--- config.mk ---
export PLATFORM = sky130hd
export DESIGN_NAME = uart_tx
export DESIGN_NICKNAME = d
export VERILOG_FILES = /design/src/rtl/uart_pkg.sv /design/src/rtl/uart_tx.sv
export SDC_FILE = /design/constraint.sdc
export NUM_CORES = 1
export LEC_CHECK = 0
export ABC_AREA = 1
export CAP_MARGIN = 10
export CORE_MARGIN = 2
export CORE_UTILIZATION = 40
export DETAILED_ROUTE_END_ITERATION = 10
export PLACE_DENSITY = 0.65
export SLEW_MARGIN = 15
export SYNTH_ARGS = -nofsm -noshare
export SYNTH_HDL_FRONTEND = slang
export SYNTH_SLANG_ARGS = --single-unit
--- constraint.sdc ---
create_clock -name clk -period 3.1 [get_ports clk]
set_input_delay 0.775 -clock clk [delete_from_list [all_inputs] [get_ports clk]]
set_output_delay 0.775 -clock clk [all_outputs]
set_load 0.005 [all_outputs]
--- src/rtl/uart_pkg.sv ---
// Shared UART definitions: transmitter state encoding, line levels and the
// parity helper that the receiver will also use.
package uart_pkg;

   typedef enum logic [2:0] {
      IDLE,
      SYNC,
      START,
      DATA,
      PARITY,
      STOP
   } state_t;

   localparam logic LINE_IDLE = 1'b1;
   localparam logic START_BIT = 1'b0;
   localparam logic STOP_BIT  = 1'b1;

   // Data is passed zero-extended to the widest legal frame; the extra zeros
   // do not change the XOR reduction.
   function automatic logic parity_bit(input logic [8:0] data, input logic odd);
      return (^data) ^ odd;
   endfunction

endpackage

--- src/rtl/uart_tx.sv ---
// UART transmitter: LSB-first start/data/[parity]/stop frame, one bit per baud tick.
// Define UART_TX_PARITY_EN to compile in the parity bit.
module uart_tx
   import uart_pkg::*;
#(
   parameter int DATA_BITS  = 8,
   parameter int STOP_BITS  = 1,
   parameter int PARITY_ODD = 0
) (
   input  logic                 clk,
   input  logic                 rst_n,
   input  logic                 baud_tick,
   input  logic [DATA_BITS-1:0] tx_data,
   input  logic                 tx_valid,
   output logic                 tx_ready,
   output logic                 tx,
   output logic                 tx_busy,
   output logic                 tx_done
);

   localparam int IDX_W = $clog2(DATA_BITS);
   localparam logic [IDX_W-1:0] LAST_IDX  = IDX_W'(DATA_BITS - 1);
   localparam logic             LAST_STOP = 1'(STOP_BITS - 1);

   if (DATA_BITS < 5 || DATA_BITS > 9 || !(STOP_BITS == 1 || STOP_BITS == 2) ||
       !(PARITY_ODD == 0 || PARITY_ODD == 1)) begin : g_param_check
      $error("uart_tx: illegal parameter value");
   end

   state_t               state, state_nx;
   logic [DATA_BITS-1:0] shreg, shreg_nx;
   logic [IDX_W-1:0]     bit_idx, bit_idx_nx;
   logic                 stop_cnt, stop_cnt_nx;
   logic                 tx_nx;
   logic                 done_nx;
   logic                 hs;
`ifdef UART_TX_PARITY_EN
   logic                 par, par_nx;
`endif

   always_comb begin
      hs          = tx_valid && tx_ready;
      state_nx    = state;
      shreg_nx    = shreg;
      bit_idx_nx  = bit_idx;
      stop_cnt_nx = stop_cnt;
      tx_nx       = tx;
      done_nx     = 1'b0;
`ifdef UART_TX_PARITY_EN
      par_nx      = par;
`endif
      case (state)
         IDLE: begin
            tx_nx = LINE_IDLE;
            if (hs) begin
               state_nx    = SYNC;
               shreg_nx    = tx_data;
               bit_idx_nx  = '0;
               stop_cnt_nx = 1'b0;
`ifdef UART_TX_PARITY_EN
               par_nx      = parity_bit(9'(tx_data), 1'(PARITY_ODD));
`endif
            end
         end
         // SYNC holds the line idle until the next tick so the start bit is tick-aligned.
         SYNC: begin
            if (baud_tick) begin
               state_nx = START;
               tx_nx    = START_BIT;
            end
         end
         START: begin
            if (baud_tick) begin
               state_nx   = DATA;
               tx_nx      = shreg[0];
               shreg_nx   = shreg >> 1;
               bit_idx_nx = '0;
            end
         end
         DATA: begin
            if (baud_tick) begin
               if (bit_idx != LAST_IDX) begin
                  tx_nx      = shreg[0];
                  shreg_nx   = shreg >> 1;
                  bit_idx_nx = bit_idx + IDX_W'(1);
               end else begin
`ifdef UART_TX_PARITY_EN
                  state_nx = PARITY;
                  tx_nx    = par;
`else
                  state_nx    = STOP;
                  tx_nx       = STOP_BIT;
                  stop_cnt_nx = 1'b0;
`endif
               end
            end
         end
`ifdef UART_TX_PARITY_EN
         PARITY: begin
            if (baud_tick) begin
               state_nx    = STOP;
               tx_nx       = STOP_BIT;
               stop_cnt_nx = 1'b0;
            end
         end
`endif
         STOP: begin
            tx_nx = STOP_BIT;
            if (baud_tick) begin
               if (stop_cnt == LAST_STOP) begin
                  state_nx = IDLE;
                  done_nx  = 1'b1;
               end else begin
                  stop_cnt_nx = stop_cnt + 1'b1;
               end
            end
         end
         default: begin
            state_nx = IDLE;
            tx_nx    = LINE_IDLE;
         end
      endcase
   end

   // tx_ready stays low through the tx_done cycle and rises one cycle later.
   always_ff @(posedge clk) begin
      if (!rst_n) begin
         state    <= IDLE;
         tx       <= LINE_IDLE;
         tx_ready <= 1'b1;
         tx_busy  <= 1'b0;
         tx_done  <= 1'b0;
         shreg    <= '0;
         bit_idx  <= '0;
         stop_cnt <= 1'b0;
`ifdef UART_TX_PARITY_EN
         par      <= 1'b0;
`endif
      end else begin
         state    <= state_nx;
         tx       <= tx_nx;
         tx_ready <= (state == IDLE) && (state_nx == IDLE);
         tx_busy  <= (state_nx != IDLE);
         tx_done  <= done_nx;
         shreg    <= shreg_nx;
         bit_idx  <= bit_idx_nx;
         stop_cnt <= stop_cnt_nx;
`ifdef UART_TX_PARITY_EN
         par      <= par_nx;
`endif
      end
   end

endmodule
* Yosys cells after proc, flatten, opt, wreduce, memory -nomap -nowiden
Index checks and enable logic that the tools add are counted.
** Word-level totals
- Flip-flop bits (word level) :: 19
- Output and inout bits :: 4
- Word-level logic and storage cells :: 63
** Cells by class
- Add/subtract/negate cells :: 2
- Equal/unequal tests :: 12
- Multiplexer cells :: 30
- Reduce and logical (&&, ||, !) cells :: 11
** Operator list (count)
- $mux W3 :: 11
- $mux W8 :: 4
- $pmux W8 S3 :: 1
- $pmux W3 S5 :: 1
- $ne A2 B2 Y1 const B :: 7
- $mux W1 :: 10
- $reduce_and A5 Y1 :: 2
- $pmux W3 S3 :: 1
- $reduce_bool A3 Y1 :: 3
- $eq A3 B2 Y1 const B :: 2
- $logic_not A3 Y1 :: 2
- $pmux W1 S3 :: 2
- $reduce_and A3 Y1 :: 2
- $add A3 B1 Y3 const B :: 1
- $eq A3 B1 Y1 const B :: 1
- $eq A3 B3 Y1 const B :: 1
- $ne A3 B3 Y1 const B :: 1
- $logic_and A1 B1 Y1 :: 2
- $add A1 B1 Y1 const B :: 1

* Logic depth before layout (Yosys ltp)
Gate-level depths: netlist of run 1.
- Depth in word-level cells :: 6
- Gate-level depth with buffers :: 10

* Worst setup path after synthesis of run 1
Ideal clock, no wire load.
- Path type :: input to register
- Start point :: input tx_valid
- End point :: register shreg[0]
- Arrival time :: 1.400 ns
- Data required time :: 2.987 ns
- Setup slack :: 1.588 ns
- Stages on the path :: 6
- Cell sequence :: nand2_1 nand2_2 nand3_2 buf_4 nor2_1 nor2_1
** Between the ends
- Cells in the longest elaborated chain, start to end :: 3
** RTL lines
- start: declaration :: RTL line uart_tx.sv:14 : input logic tx_valid,
- $logic_and A1 B1 Y1 :: RTL line uart_tx.sv:42 : hs = tx_valid && tx_ready;
- $ne A2 B2 Y1 (no line)
- $reduce_and A5 Y1 (no line)
- end signal: assignment :: RTL line uart_tx.sv:145 : shreg <= shreg_nx;
- end: declaration :: RTL line uart_tx.sv:31 : logic [DATA_BITS-1:0] shreg, shreg_nx;
Every way passes these cells.
A chain may end at the register's enable or synchronous reset.

* Worst setup path after layout of run 1
- Start point :: register tx_ready
- End point :: output tx_ready
** RTL lines
- start: declaration :: RTL line uart_tx.sv:15 : output logic tx_ready,
- start signal: assignment :: RTL line uart_tx.sv:142 : tx_ready <= (state == IDLE) && (state_nx == IDLE);
No word-level cell between the ends.

==> impl_metrics.toml, run 1 <==
[route]
routed_wire_length_per_instance_um = 10.05
detailroute.via_count = 927
wirelength_um = 1960
remaining_drc_errors = 0
antenna_left = 0
first_iter_violations = 16
drtPass1Iterations = 4
route.detailed.vias_per_inst = 4.754

[run]
maxCapViolCount = 0

[layout]
post_route_cells_drive_above_1_share = 0.06587
final-seq-area_um2 = 360.3
flow.area_growth_from_synthesis_pct = 20.71
multi_input_comb_area_um2 = 488.0
design.final.nets = 182
antenna_cells_inserted = 0
layout.filler_cells = 251

[power]
switching_share = 0.3023
power_leakage_nw = 0.5967
clockPowerShare = 0.262
comb_power_share = 0.246
internal_power_mw = 0.3892
net-switching-power_mw = 0.1686
power_mw = 0.5578
peak_supply_drop_v = 0.0002857
power.density_cell_area_mw_per_mm2 = 487.2
share_seq_of_total_power = 0.491

[timing]
final.min_clock_period_ps = 1908
rsz0062_at_grt = "false"
final_min_period_over_clock_period = 0.6154
maxClockFrequency_mhz = 524.2
hold_viol_final = 0
fin_setup_tns_ps = 0
timing.max_slew.rel_slack = 0.6188
slew_violations = 0
finalClockSkew_ps = 5.836
setup-violations-final = 0
timing_worst_slew_pin_value_ps = 570.0

[synthesis]
net_count_after_synthesis = 167
post_synth_num_cell_types = 19
synth_sequential_area_ratio = 0.3799
ys_ff_latch = 18
syn_avg_cell_area_um2 = 6.199
ys_warn_count = 0
synth_cells = 153
syn_area_um2 = 948.4

[clocking]
cts_made_buffers = 3
hold_fix_buffers_at_cts = 0
clock_tree.root_cell = "clkbuf_4"
post_cts_resized = 0
cts.clk_slew.worst_paths_ps = 110
tritoncts = "yes"
ctsHtreeMaxLevel = 1
clock_tree.buffer_depth = 2
clock_insertion_delay_worst_skew_ps = 290
tritoncts_num_sinks = 18
post-cts-setup-buffer-count = 0

[floorplan]
design.core.area_mm2 = 0.002233
floorplan.rows = 17
die-height_um = 52.70
ioPinCount = 16
die_w_um = 52.70
die_area_mm2 = 0.002777
initial_utilization = 0.4247

[critical_path]
timing_worst_setup_path_type = "reg -> out"
r2r_setup_slk_ps = 1490
crit_family = "buffers and inverters"
critical_path_peak_fanout = 2
timing.critical_path.buf_inv = 1
worstSetupEndpointType = "primary output"
cp.required_ps = 2320
rr_worst_depth = 9
worstPathCellList = "clkdlybuf4s50_1"
worst_setup_path_start_kind = "flop"
worstPathArrival_ps = 1130
crit_slowest_cell = "clkdlybuf4s50_1"
cp_num_cells = 1
max_stage_delay_ps = 500

[global_route]
grt_most_used_layer = "met2"
grt_util_met2 = 0.2833
grt_overflow = 0
grt_pass1_vias = 838
grt_util_met3 = 0.04571
global_route_wire_length_before_repair_um = 3332
grt_max_degree = 17
globalRouteTotalUtil = 0.1670
met1_usage = 0.1872
antenna_found_initial = 0

[worst_hold_path]
hold-path-cell-count = 2
hold_class = "reg -> reg"

[placed_design]
gp_congestion = 0.7831
port_buffers = 15
dp_hpwl_um = 1423

[run_status]
run_status = "completed"
[metal layers]
layer / up-vias / routed length [um]
met3: 4 / 103
met2: 25 / 922
met4: 0 / 25
met1: 398 / 909
met5: - / 0
li1: 500 / -
[final timing paths]
check	start	to
worst max-delay path	tx_ready	tx_ready
worst max register to register	bit_idx[0]	shreg[4]
worst min register to register	tx	tx
worst min-delay path	tx	tx
[metrics by stage]
step | hold WS (ps) | cells | setup WS, ps | instance area, um2 | utilization
after CTS | 488.0 | 195 | 1173 | 1145 | 0.5126
final | 483.7 | 195 | 1192 | 1145 | 0.5126
after global routing | 500.0 | 195 | 1127 | 1145 | 0.5126
after detailed placement | 459.5 | 191 | 933.0 | 1109 | 0.4964
after global placement | 459.7 | 191 | 970.4 | 1109 | 0.4964
after floorplan | 452.4 | 153 | 1588 | 948.4 | -
[cells in the final DEF (no fill, tap or decap)]
cell type	count
nand3_1	13
clkbuf_4	3
nand4_1	1
dfxtp_1	18
inv_2	2
nor4_1	1
a21oi_2	1
o21ai_0	8
nand2_2	1
nand3_2	1
nor3_1	1
ha_1	2
a21oi_1	5
inv_1	18
nor2_2	2
nand2_1	51
nor2_1	23
clkdlybuf4s50_1	15
clkbuf_8	1
[cell families (layout without fill, tap and decap cells)]
| family | after synthesis | count (layout) | synth area share |
|---|---|---|---|
| buf+inv | 25 | 39 | 0.1055 |
| compound gates | 14 | 14 | 0.07784 |
| fa+ha+maj | 2 | 2 | 0.02638 |
| simple gates | 94 | 94 | 0.4103 |
| flops | 18 | 18 | 0.3800 |
[layout make-up]
cell class	count	area share
clock buffers	4	0.03169
multi-input cells	110	0.4262
well taps	28	0.03060
inverters	20	0.06557
repair buffers	15	0.1311
flip-flops and latches	18	0.3148
[cells in the mapped netlist]
cell,instances,area [um2]
nand3_1,13,65.06
nand3_2,1,10.01
a21oi_1,5,25.02
dfxtp_1,18,360.4
nand2_2,1,6.260
o21ai_0,8,40.04
buf_2,2,10.01
clkbuf_1,2,7.510
nor4_1,1,6.260
nor2_2,2,12.51
inv_1,18,67.56
buf_4,1,7.510
nor3_1,1,5.000
nand4_1,1,6.260
nand2_1,51,191.4
ha_1,2,25.02
nor2_1,23,86.33
a21oi_2,1,8.760
inv_2,2,7.510
[flip-flops by register name, summed over array words and instances (netlist names)]
register and cells:
shreg 8, bit_idx 3, state 3, tx 1, tx_busy 1, tx_done 1
tx_ready 1
[power groups by stage]
stage	logic, mW	registers, mW	clock network (mW)
after global placement	0.135	0.278	0
after detailed placement	0.139	0.279	0
after global routing	0.160	0.278	0.162
final	0.137	0.274	0.146
after CTS	0.140	0.274	0.151
after floorplan	0.105	0.274	0
(Power assumes the default switching activity.)
==> run 2: changes to the inputs <==
PLACE_DENSITY = 0.67   (was 0.65)
clock period = 1.7 ns   (was 3.1 ns; I/O delays follow)
==> impl_metrics.toml, run 2 (synthesized netlist as in run 1, its figures left out) <==
[route]
detail_route_met3_wl_um = 78
route.detailed.vias_per_inst = 4.714
routed_wire_length_per_instance_um = 9.714
first_iter_violations = 15
m1WireLength_um = 898
antenna_left = 0
routed-wl-met2_um = 943
maxUsedRoutingLayer = "met4"
wirelength_um = 1933
detailroute.via_count = 938
remaining_drc_errors = 0
drtPass1Iterations = 4

[layout]
number_of_flip_flops_in_the_largest_register = 8
final_cell_area_mm2 = 0.001184
design.final.nets = 186
layout.filler_cells = 225
antenna_cells_inserted = 0
mostFrequentLayoutCells = "nand2_1, nor2_1, inv_1, dfxtp_1, clkdlybuf4s50_1"
multi_input_comb_area_um2 = 495.5
flow.area_growth_from_synthesis_pct = 24.80
most_common_cell_after_layout_fill_and_taps_aside = "nand2_1"
finalNonFillerCells = 199
largest_registers = "shreg x8, bit_idx x3, state x3"
final-seq-area_um2 = 361.6
post_route_cells_drive_above_1_share = 0.09357
top_reg_by_flops = "shreg"

[timing]
timing.max_slew.rel_slack = 0.7635
slew_violations = 0
final_min_period_over_clock_period = 0.9235
setup-violations-final = 0
finalClockSkew_ps = 2.640
hold_viol_final = 0
maxClockFrequency_mhz = 637.0
final.min_clock_period_ps = 1570
timing_worst_slew_pin_value_ps = 354.3

[global_route]
grt_pass1_vias = 825
grt_max_degree = 15
global_route_wire_length_before_repair_um = 3270
grt_overflow = 0
antenna_found_initial = 0
globalRouteTotalUtil = 0.1585

[clocking]
clock_tree.buffer_depth = 2
clock_insertion_delay_worst_skew_ps = 290
ctsHtreeMaxLevel = 1
cts_made_buffers = 3
cts.clk_slew.worst_paths_ps = 100
tritoncts_num_sinks = 18
clock_tree.root_cell = "clkbuf_4"
tritoncts = "yes"

[worst_hold_path]
hold-path-cell-count = 2
hold_class = "reg -> reg"

[critical_path]
worstSetupEndpointType = "flop"
rr_worst_depth = 8
cp_num_cells = 8
crit_family = "simple AND/OR/NAND/NOR gates"
crit_top_cell = "ha_1"
cp.required_ps = 1940
timing_worst_setup_path_type = "reg -> reg"
crit_slowest_cell = "dfxtp_2"
critical_path_peak_fanout = 8
worstPathCellList = "ha_1 -> ha_1 -> nand2_1 -> o21ai_0 -> nor2_2 -> buf_4 -> a21oi_1 -> nor2_1"
worstPathArrival_ps = 1810
worst_setup_path_start_kind = "flop"
max_stage_delay_ps = 340
timing.critical_path.buf_inv = 1

[power]
power_leakage_nw = 0.6164
power.density_cell_area_mw_per_mm2 = 870.9
peak_supply_drop_v = 0.0004921

[placed_design]
port_buffers = 15
place_area_mm2 = 0.001131
dp_hpwl_um = 1441
gp_congestion = 0.8175
placedCellCount = 194

[floorplan]
die_area_mm2 = 0.002777
die_w_um = 52.70
design.core.area_mm2 = 0.002233
ioPinCount = 16
die-height_um = 52.70
initial_utilization = 0.4247
floorplan.rows = 17

[run_status]
run_status = "completed"

[run]
maxCapViolCount = 0
[run 2: cell types whose count changed in the layout (fill, tap and decap cells not counted)]
cell     previous run  this run
dfxtp_2             0         1
dfxtp_1            18        17
nand3_4             0         1
buf_4               0         4
nand3_2             1         0
[run 2: metal layers]
layer,vias up,GRT usage
li1,508,-
met1,409,0.1976
met2,19,0.2688
met3,2,0.02571
met4,0,0.06410
met5,-,0
[run 2: report_power, final]
group          switching, mW  total (mW)  internal [mW]
logic                  0.148       0.269          0.121
clock network          0.130       0.261          0.130
registers             0.0279       0.501          0.473
[run 2: worst paths after layout]
kind / start / to / slack (ps)
setup / recovery: bit_idx[0] / bit_idx[1] / 130
hold / removal: tx / tx / 490
setup reg to reg: bit_idx[0] / bit_idx[1] / 130
hold reg to reg: tx / tx / 490
[run 2: per-stage QoR]
step | setup WS, ps | setup TNS [ps] | hold slack (ps) | total power [mW] | util
final | 130.1 | 0 | 486.2 | 1.031 | 0.5300
after global routing | -13.21 | -24.93 | 511.8 | 1.099 | 0.5300
after CTS | 104.3 | 0 | 488.8 | 1.033 | 0.5227
after detailed placement | -66.66 | -277.2 | 460.5 | 0.7707 | 0.5064
after global placement | -1.613 | -2.977 | 460.4 | 0.7601 | 0.5064
after floorplan | 288.9 | 0 | 452.4 | 0.6904 | -
[run 2: layout make-up]
cell class | instances | area share
clock buffer | 4 | 0.03066
sequential | 18 | 0.3055
multi-input combinational | 110 | 0.4186
inverter | 20 | 0.06342
timing repair buffer | 19 | 0.1522
tap | 28 | 0.02960
[run 2: what timing repair did]
item / 4_1_cts / 5_1_grt
gates resized for setup: 0 / 2
endpoints found under the setup margin: 0 / 8
setup buffers: 0 / 1
hold buffers: 0 / 0
[run 2: worst min-delay path: stages (launching register included)]
cell and delay [ps]:
dfxtp_1 340, nand2_1 50, nand3_1 60
